[config.mk]
export PLATFORM = sky130hd
export DESIGN_NAME = uart_rx_os
export DESIGN_NICKNAME = d
export VERILOG_FILES = /design/src/rtl/uart_rx_os.sv
export SDC_FILE = /design/constraint.sdc
export NUM_CORES = 1
export LEC_CHECK = 0
export BUFFER_PORTS_ARGS = -buffer_cell sky130_fd_sc_hd__buf_2
export CAP_MARGIN = 15
export CORE_AREA = 2 2 74 76
export DETAILED_ROUTE_END_ITERATION = 8
export DIE_AREA = 0 0 76 78
export PLACE_DENSITY = 0.86
export SETUP_SLACK_MARGIN = 0.02
export SYNTH_ARGS = -nofsm -noshare
export SYNTH_HDL_FRONTEND = slang
export SYNTH_SLANG_ARGS = --single-unit
[constraint.sdc]
create_clock -name i_clk_sys -period 3.4 [get_ports i_clk_sys]
set_input_delay 1.02 -clock i_clk_sys [delete_from_list [all_inputs] [get_ports i_clk_sys]]
set_output_delay 1.02 -clock i_clk_sys [all_outputs]
set_load 0.1 [all_outputs]
[src/rtl/uart_rx_os.sv]
// Purpose : 16x oversampling UART receiver (5..9 data bits, optional parity, 1/2 stop bits)
//           with 3-sample majority vote, parity/framing flags, overrun and break pulses.
// Latency : word presented 1 clock after the mid-point (tick 9) decision of the final stop bit.
// Backpressure: valid/ready; a word committed while storage is full is dropped and o_overrun pulses.
//
// Optional feature macro: UART_RX_FIFO_EN -- replaces the single holding register with a
// FIFO_DEPTH-entry FIFO whose head drives o_data and the flags.
//
// Ports:
//   i_clk_sys, i_rst_n (async, active-low)  clock / reset
//   i_uart_rx                               asynchronous serial line, idle high
//   o_data, o_parity_err, o_frame_err       received word and its flags
//   o_valid / i_ready                       output handshake
//   o_overrun, o_break                      one-cycle event pulses
//   o_busy                                  receiver FSM outside IDLE
module uart_rx_os #(
    parameter int CLK_FRE     = 50,
    parameter int BAUD_RATE   = 115200,
    parameter int DATA_WIDTH  = 8,
    parameter int PARITY_ON   = 0,
    parameter int PARITY_TYPE = 0,
    parameter int STOP_BITS   = 1,
    parameter int FIFO_DEPTH  = 4
) (
    input  logic                  i_clk_sys,
    input  logic                  i_rst_n,
    input  logic                  i_uart_rx,
    output logic [DATA_WIDTH-1:0] o_data,
    output logic                  o_parity_err,
    output logic                  o_frame_err,
    output logic                  o_valid,
    input  logic                  i_ready,
    output logic                  o_overrun,
    output logic                  o_break,
    output logic                  o_busy
);

    localparam int          DIV    = CLK_FRE * 1000000 / (BAUD_RATE * 16);
    localparam logic [15:0] DIV_M1 = 16'(DIV - 1);
    localparam logic        PAR_T  = (PARITY_TYPE != 0);

    if (DATA_WIDTH < 5 || DATA_WIDTH > 9 || STOP_BITS < 1 || STOP_BITS > 2 ||
        FIFO_DEPTH < 2 || FIFO_DEPTH > 16 || DIV < 1) begin : g_bad_cfg
        $error("uart_rx_os: illegal parameter combination");
    end

    typedef enum logic [2:0] {S_IDLE, S_START, S_DATA, S_PARITY, S_STOP} state_t;

    // ---------------------------------------------------------------- input sync
    logic rx_meta, rx_sync, rx_prev;
    logic fall_edge;

    always_ff @(posedge i_clk_sys or negedge i_rst_n) begin
        if (!i_rst_n) begin
            rx_meta <= 1'b1;
            rx_sync <= 1'b1;
            rx_prev <= 1'b1;
        end else begin
            rx_meta <= i_uart_rx;
            rx_sync <= rx_meta;
            rx_prev <= rx_sync;
        end
    end

    assign fall_edge = rx_prev & ~rx_sync;

    // ---------------------------------------------------------------- tick / sample counters
    logic [15:0] div_cnt_q;
    logic [3:0]  samp_cnt_q;
    logic        tick, tick_clr;
    logic        smp0_q, smp1_q, maj;
    logic        bit_mid, bit_end;

    assign tick = (div_cnt_q == DIV_M1);

    // tick_clr re-phases both counters to the start edge so tick 15 lands on the bit boundary
    always_ff @(posedge i_clk_sys or negedge i_rst_n) begin
        if (!i_rst_n) begin
            div_cnt_q  <= '0;
            samp_cnt_q <= '0;
            smp0_q     <= 1'b1;
            smp1_q     <= 1'b1;
        end else if (tick_clr) begin
            div_cnt_q  <= '0;
            samp_cnt_q <= '0;
        end else begin
            div_cnt_q <= tick ? '0 : div_cnt_q + 16'd1;
            if (tick) begin
                samp_cnt_q <= samp_cnt_q + 4'd1;
                if (samp_cnt_q == 4'd7) smp0_q <= rx_sync;
                if (samp_cnt_q == 4'd8) smp1_q <= rx_sync;
            end
        end
    end

    // third capture is the live synchronised value at tick 9
    assign maj     = (smp0_q & smp1_q) | (smp0_q & rx_sync) | (smp1_q & rx_sync);
    assign bit_mid = tick && (samp_cnt_q == 4'd9);
    assign bit_end = tick && (samp_cnt_q == 4'd15);

    // ---------------------------------------------------------------- receive FSM
    state_t                state_q, state_d;
    logic [DATA_WIDTH-1:0] shreg_q, shreg_d;
    logic [3:0]            bit_cnt_q, bit_cnt_d;
    logic                  zero_q, zero_d;      // every bit so far sampled low
    logic                  perr_q, perr_d;
    logic                  ferr_q, ferr_d;
    logic                  stop2_q, stop2_d;    // currently in the second stop bit
    logic                  brk_wait_q, brk_wait_d;
    logic [3:0]            hi_cnt_q;
    logic                  commit, brk_pulse;

    always_ff @(posedge i_clk_sys or negedge i_rst_n) begin
        if (!i_rst_n) begin
            state_q    <= S_IDLE;
            shreg_q    <= '0;
            bit_cnt_q  <= '0;
            zero_q     <= 1'b0;
            perr_q     <= 1'b0;
            ferr_q     <= 1'b0;
            stop2_q    <= 1'b0;
            brk_wait_q <= 1'b0;
        end else begin
            state_q    <= state_d;
            shreg_q    <= shreg_d;
            bit_cnt_q  <= bit_cnt_d;
            zero_q     <= zero_d;
            perr_q     <= perr_d;
            ferr_q     <= ferr_d;
            stop2_q    <= stop2_d;
            brk_wait_q <= brk_wait_d;
        end
    end

    // counts consecutive high ticks while holding off after a break
    always_ff @(posedge i_clk_sys or negedge i_rst_n) begin
        if (!i_rst_n) begin
            hi_cnt_q <= '0;
        end else if (brk_pulse) begin
            hi_cnt_q <= '0;
        end else if (brk_wait_q && tick) begin
            hi_cnt_q <= rx_sync ? hi_cnt_q + 4'd1 : 4'd0;
        end
    end

    always_comb begin
        state_d    = state_q;
        shreg_d    = shreg_q;
        bit_cnt_d  = bit_cnt_q;
        zero_d     = zero_q;
        perr_d     = perr_q;
        ferr_d     = ferr_q;
        stop2_d    = stop2_q;
        brk_wait_d = brk_wait_q;
        tick_clr   = 1'b0;
        commit     = 1'b0;
        brk_pulse  = 1'b0;
        case (state_q)
            S_IDLE: begin
                if (brk_wait_q) begin
                    if (tick && rx_sync && hi_cnt_q == 4'd15) brk_wait_d = 1'b0;
                end else if (fall_edge) begin
                    state_d  = S_START;
                    tick_clr = 1'b1;
                end
            end
            S_START: begin
                if (bit_mid && maj) begin
                    state_d = S_IDLE;           // glitch, not a start bit
                end else if (bit_end) begin
                    state_d   = S_DATA;
                    bit_cnt_d = '0;
                    zero_d    = 1'b1;
                    perr_d    = 1'b0;
                    ferr_d    = 1'b0;
                    stop2_d   = 1'b0;
                end
            end
            S_DATA: begin
                if (bit_mid) begin
                    shreg_d   = {maj, shreg_q[DATA_WIDTH-1:1]};
                    zero_d    = zero_q & ~maj;
                    bit_cnt_d = bit_cnt_q + 4'd1;
                end
                // bit_cnt already advanced at mid-bit, so the last bit ends at DATA_WIDTH
                if (bit_end && bit_cnt_q == 4'(DATA_WIDTH)) begin
                    state_d = (PARITY_ON != 0) ? S_PARITY : S_STOP;
                end
            end
            S_PARITY: begin
                if (bit_mid) begin
                    perr_d = maj ^ (^shreg_q) ^ PAR_T;
                    zero_d = zero_q & ~maj;
                end
                if (bit_end) state_d = S_STOP;
            end
            S_STOP: begin
                if (bit_mid && !stop2_q) begin
                    ferr_d = ~maj;
                    if (zero_q && !maj) begin
                        brk_pulse  = 1'b1;
                        brk_wait_d = 1'b1;
                        state_d    = S_IDLE;
                    end else if (STOP_BITS == 1) begin
                        commit  = 1'b1;
                        state_d = S_IDLE;
                    end
                end else if (bit_mid && stop2_q) begin
                    commit  = 1'b1;             // second stop bit value is ignored
                    state_d = S_IDLE;
                end
                if (bit_end && !stop2_q) stop2_d = 1'b1;
            end
            default: state_d = S_IDLE;
        endcase
    end

    assign o_busy = (state_q != S_IDLE);

    // ---------------------------------------------------------------- event pulses
    logic pop, overrun_d;

    assign pop = o_valid & i_ready;

    always_ff @(posedge i_clk_sys or negedge i_rst_n) begin
        if (!i_rst_n) begin
            o_break   <= 1'b0;
            o_overrun <= 1'b0;
        end else begin
            o_break   <= brk_pulse;
            o_overrun <= overrun_d;
        end
    end

`ifdef UART_RX_FIFO_EN
    // ---------------------------------------------------------------- output FIFO
    localparam int AW = $clog2(FIFO_DEPTH);

    logic [DATA_WIDTH+1:0] mem_q [FIFO_DEPTH];
    logic [AW-1:0]         wr_ptr_q, rd_ptr_q;
    logic [AW:0]           count_q;
    logic                  full, push;

    assign full      = (count_q == (AW + 1)'(FIFO_DEPTH));
    // a pop in the same cycle frees the slot, so a full FIFO can still accept
    assign push      = commit & (~full | pop);
    assign overrun_d = commit & full & ~pop;

    always_ff @(posedge i_clk_sys or negedge i_rst_n) begin
        if (!i_rst_n) begin
            for (int i = 0; i < FIFO_DEPTH; i++) mem_q[i] <= '0;
            wr_ptr_q <= '0;
            rd_ptr_q <= '0;
            count_q  <= '0;
        end else begin
            if (push) begin
                mem_q[wr_ptr_q] <= {perr_q, ferr_d, shreg_q};
                wr_ptr_q        <= wr_ptr_q + 1'b1;
            end
            if (pop) rd_ptr_q <= rd_ptr_q + 1'b1;
            case ({push, pop})
                2'b10:   count_q <= count_q + 1'b1;
                2'b01:   count_q <= count_q - 1'b1;
                default: count_q <= count_q;
            endcase
        end
    end

    assign o_valid      = (count_q != '0);
    assign o_parity_err = mem_q[rd_ptr_q][DATA_WIDTH+1];
    assign o_frame_err  = mem_q[rd_ptr_q][DATA_WIDTH];
    assign o_data       = mem_q[rd_ptr_q][DATA_WIDTH-1:0];
`else
    // ---------------------------------------------------------------- holding register
    assign overrun_d = commit & o_valid & ~i_ready;

    always_ff @(posedge i_clk_sys or negedge i_rst_n) begin
        if (!i_rst_n) begin
            o_data       <= '0;
            o_parity_err <= 1'b0;
            o_frame_err  <= 1'b0;
            o_valid      <= 1'b0;
        end else if (commit && (!o_valid || i_ready)) begin
            o_data       <= shreg_q;
            o_parity_err <= perr_q;
            o_frame_err  <= ferr_d;
            o_valid      <= 1'b1;
        end else if (pop) begin
            o_valid <= 1'b0;
        end
    end
`endif

endmodule

==> results.py <==
metrics = {
    "timing": {
        "hold_viol": 0,
        "fin_tns_setup_ps": 0,
        "worst_pin_slew_ps": 761,
        "rsz0062_at_grt": "no",
        "fin_skew_ps": 12.1,
        "fmax_mhz": 361,
        "fin_crit_ps": 2770,
        "drv_slew": 0,
        "min_period_over_period_pct": 81.5,
        "timing.slew.headroom_pct": 49.2,
        "setup_violations": 0,
    },
    "global_routing": {
        "grt_use_total_pct": 21.3,
        "antenna_found_initial": 0,
        "grt_overflow": 0,
        "grt_pass1_wl_um": 9840,
        "grt_max_degree": 63,
        "grt_pass1_vias": 2109,
    },
    "floorplan": {
        "die_area_sq_mm": 0.00593,
        "initial_core_util_pct": 59.5,
        "dieWidth_um": 76,
        "core-area_sq_mm": 0.00504,
        "io_pins": 18,
        "core.rowCount": 26,
        "die_h_um": 78,
    },
    "cts": {
        "clk_path_buf_depth": 2,
        "cts.clk_slew.worst_paths_ps": 70,
        "clock-root-buffer": "clkbuf_8",
        "clock_latency_ps": 340,
        "cts_resized": 0,
        "numCtsBuffers": 9,
        "cts_tree": "built",
        "cts_hold_buf": 0,
        "htree_levels": 3,
        "cts_setup_buffers": 0,
        "cts.sinks": 62,
    },
    "power_and_ir_drop": {
        "power_density_mw_per_mm2": 532,
        "vdd_drop_max_mv": 0.406,
        "swShare_pct": 26.5,
        "cell_internal_pwr_mw": 1.33,
        "p_switching_uw": 477,
        "seq_power_share_pct": 46.7,
        "clockPowerShare_pct": 41.4,
        "leakage_nw": 1.57,
        "pwr-share-comb_pct": 11.9,
    },
    "worst_setup_path": {
        "rrSetupSlack_ps": 630,
        "critPathCaptureType": "flop",
        "path_max_fanout": 8,
        "start_kind": "flop",
        "path_class": "flop to flop",
        "rr_endpoint": "bit_cnt_q[3]",
        "required_ps": 3590,
        "arrival_ps": 2960,
        "r2r_start": "div_cnt_q[2]",
        "r2r_cells": 5,
    },
    "placement": {
        "placed_cells": 359,
        "port_buffers": 17,
        "gp_congestion": 0.853,
        "place_hpwl_um": 3940,
    },
    "route": {
        "drt_pass1_iterations": 4,
        "num_vias": 2124,
        "routed_via_density": 5.66,
        "dr.first_iter.drc_count": 226,
        "drc": 0,
        "wirelength_um": 5740,
        "antenna_left": 0,
        "routedWlPerCell_um": 15.3,
    },
    "yosys": {
        "syn_area_per_cell_sq_um": 10.8,
        "synth_edf_count": 0,
        "synth_nets": 290,
        "syn_inst": 278,
        "synthesis.area_sq_mm": 0.00300,
        "synth_seq_area_share_pct": 52.0,
        "yosysWarnings": 0,
        "yosysUniqueCellTypes": 45,
        "ys_async_sr_fraction_pct": 100,
        "synth_top_area_cell": "dfrtp_1",
        "synth_most_common_cell": "dfrtp_1",
        "synth_common_cells": "dfrtp_1 (57), nor2_1 (33), mux2_2 (19)",
        "ys.flop_type": "dfrtp_1",
        "netlist.area_leader.share_pct": 47.6,
        "synth_area_leaders": "dfrtp_1 (48%), mux2_2 (7.1%), xnor2_1 (5.0%)",
        "ys_ff_latch": 62,
    },
    "outcome": {
        "outcome": "finished, final reports clean",
    },
    "cells_and_area": {
        "syn_to_final_growth_pct": 13.0,
        "drive_gt1_share_pct": 22.0,
        "fin_nets": 312,
        "num_antenna_cells": 0,
        "utilization_pct": 67.2,
        "stdcell_count": 375,
    },
    "hold_path": {
        "hold_end": "rx_sync",
        "min_path_type": "flop to flop",
        "hp-start": "rx_meta",
        "holdPathStages": 0,
    },
    "flow_run": {
        "drv_cap": 0,
    },
}
## worst max path at each step
stage                  from             to
2_1_floorplan    state_q[2]  div_cnt_q[10]
3_5_place_dp   div_cnt_q[2]   bit_cnt_q[3]
5_1_grt        div_cnt_q[0]   bit_cnt_q[2]
4_1_cts        div_cnt_q[2]   bit_cnt_q[3]
3_3_place_gp   div_cnt_q[2]      o_data[2]
6_report       div_cnt_q[2]   bit_cnt_q[3]
## sequential cells by signal, indices dropped and copies added, names as in the netlist, 3 cells and up
name and cells:
bit_cnt_q 4, div_cnt_q 16, hi_cnt_q 4, o_data 8, samp_cnt_q 4, shreg_q 8, state_q 3
## routing by layer
metal	track usage (%)	part of all wire, %	vias to the layer above
met5	0	0	-
met4	13.3	1.6	0
met3	3.49	4.7	12
met2	34.5	50	53
met1	27.1	43	1042
li1	-	-	1017
## final cells by class
cell class	instances	area [sq um]
Timing Repair Buffer	20	108
Clock inverter	5	81.3
Tap cell	70	87.6
Fill cell	390	1660
Sequential cell	62	1560
Clock buffer	11	151
Inverter	10	37.5
Multi-Input combinational cell	197	1360
## stage by stage
step           total power [mW]  worst slack, ps  hold WS, ps  cell area [sq um]
2_1_floorplan              1.01              718          345               3000
3_3_place_gp               1.06              745          346               3150
3_5_place_dp               1.07              639          347               3150
6_report                   1.80              629          355               3390
5_1_grt                    1.88              384          360               3390
4_1_cts                    1.82              640          354               3390
## power by group through the flow
stage	sequential (mW)	clock (mW)	combinational, mW
2_1_floorplan	0.838	0	0.169
3_3_place_gp	0.847	0	0.209
3_5_place_dp	0.852	0	0.216
4_1_cts	0.840	0.760	0.217
5_1_grt	0.848	0.787	0.245
6_report	0.841	0.746	0.215
## critical path: stages (launching register included)
cell and delay (ps):
dfrtp_1 440, or4b_4 570, nor4_4 520, nand4_1 260, a2111oi_1 720, a21oi_1 110
## cells by family after synthesis
logic type	synth area share [%]
and+or+nand+nor	21.1
adders and majority gates	3.67
muxes	7.14
xor gates and xnor gates	7.76
AOI/OAI and AO/OA	5.80
buffers and inverters	2.55
DFF	52.0
## placed cells by master, fill, tap and decap left out, types with 3 or more instances in the layout
cell,synthesis,final
nor3_1,6,6
nand2b_1,3,3
nand4_1,12,12
dfstp_2,5,5
clkbuf_8,0,11
o21ai_0,12,12
mux2_2,19,19
buf_4,0,3
ha_1,8,8
a21oi_1,8,8
nor2_1,33,33
dfrtp_1,57,57
buf_2,4,17
nand2_1,18,18
xnor2_1,17,17
inv_1,10,10
nand3_1,16,16
and2_1,3,3
xor2_1,7,7
No activity file was read; power rests on OpenSTA's default activity.
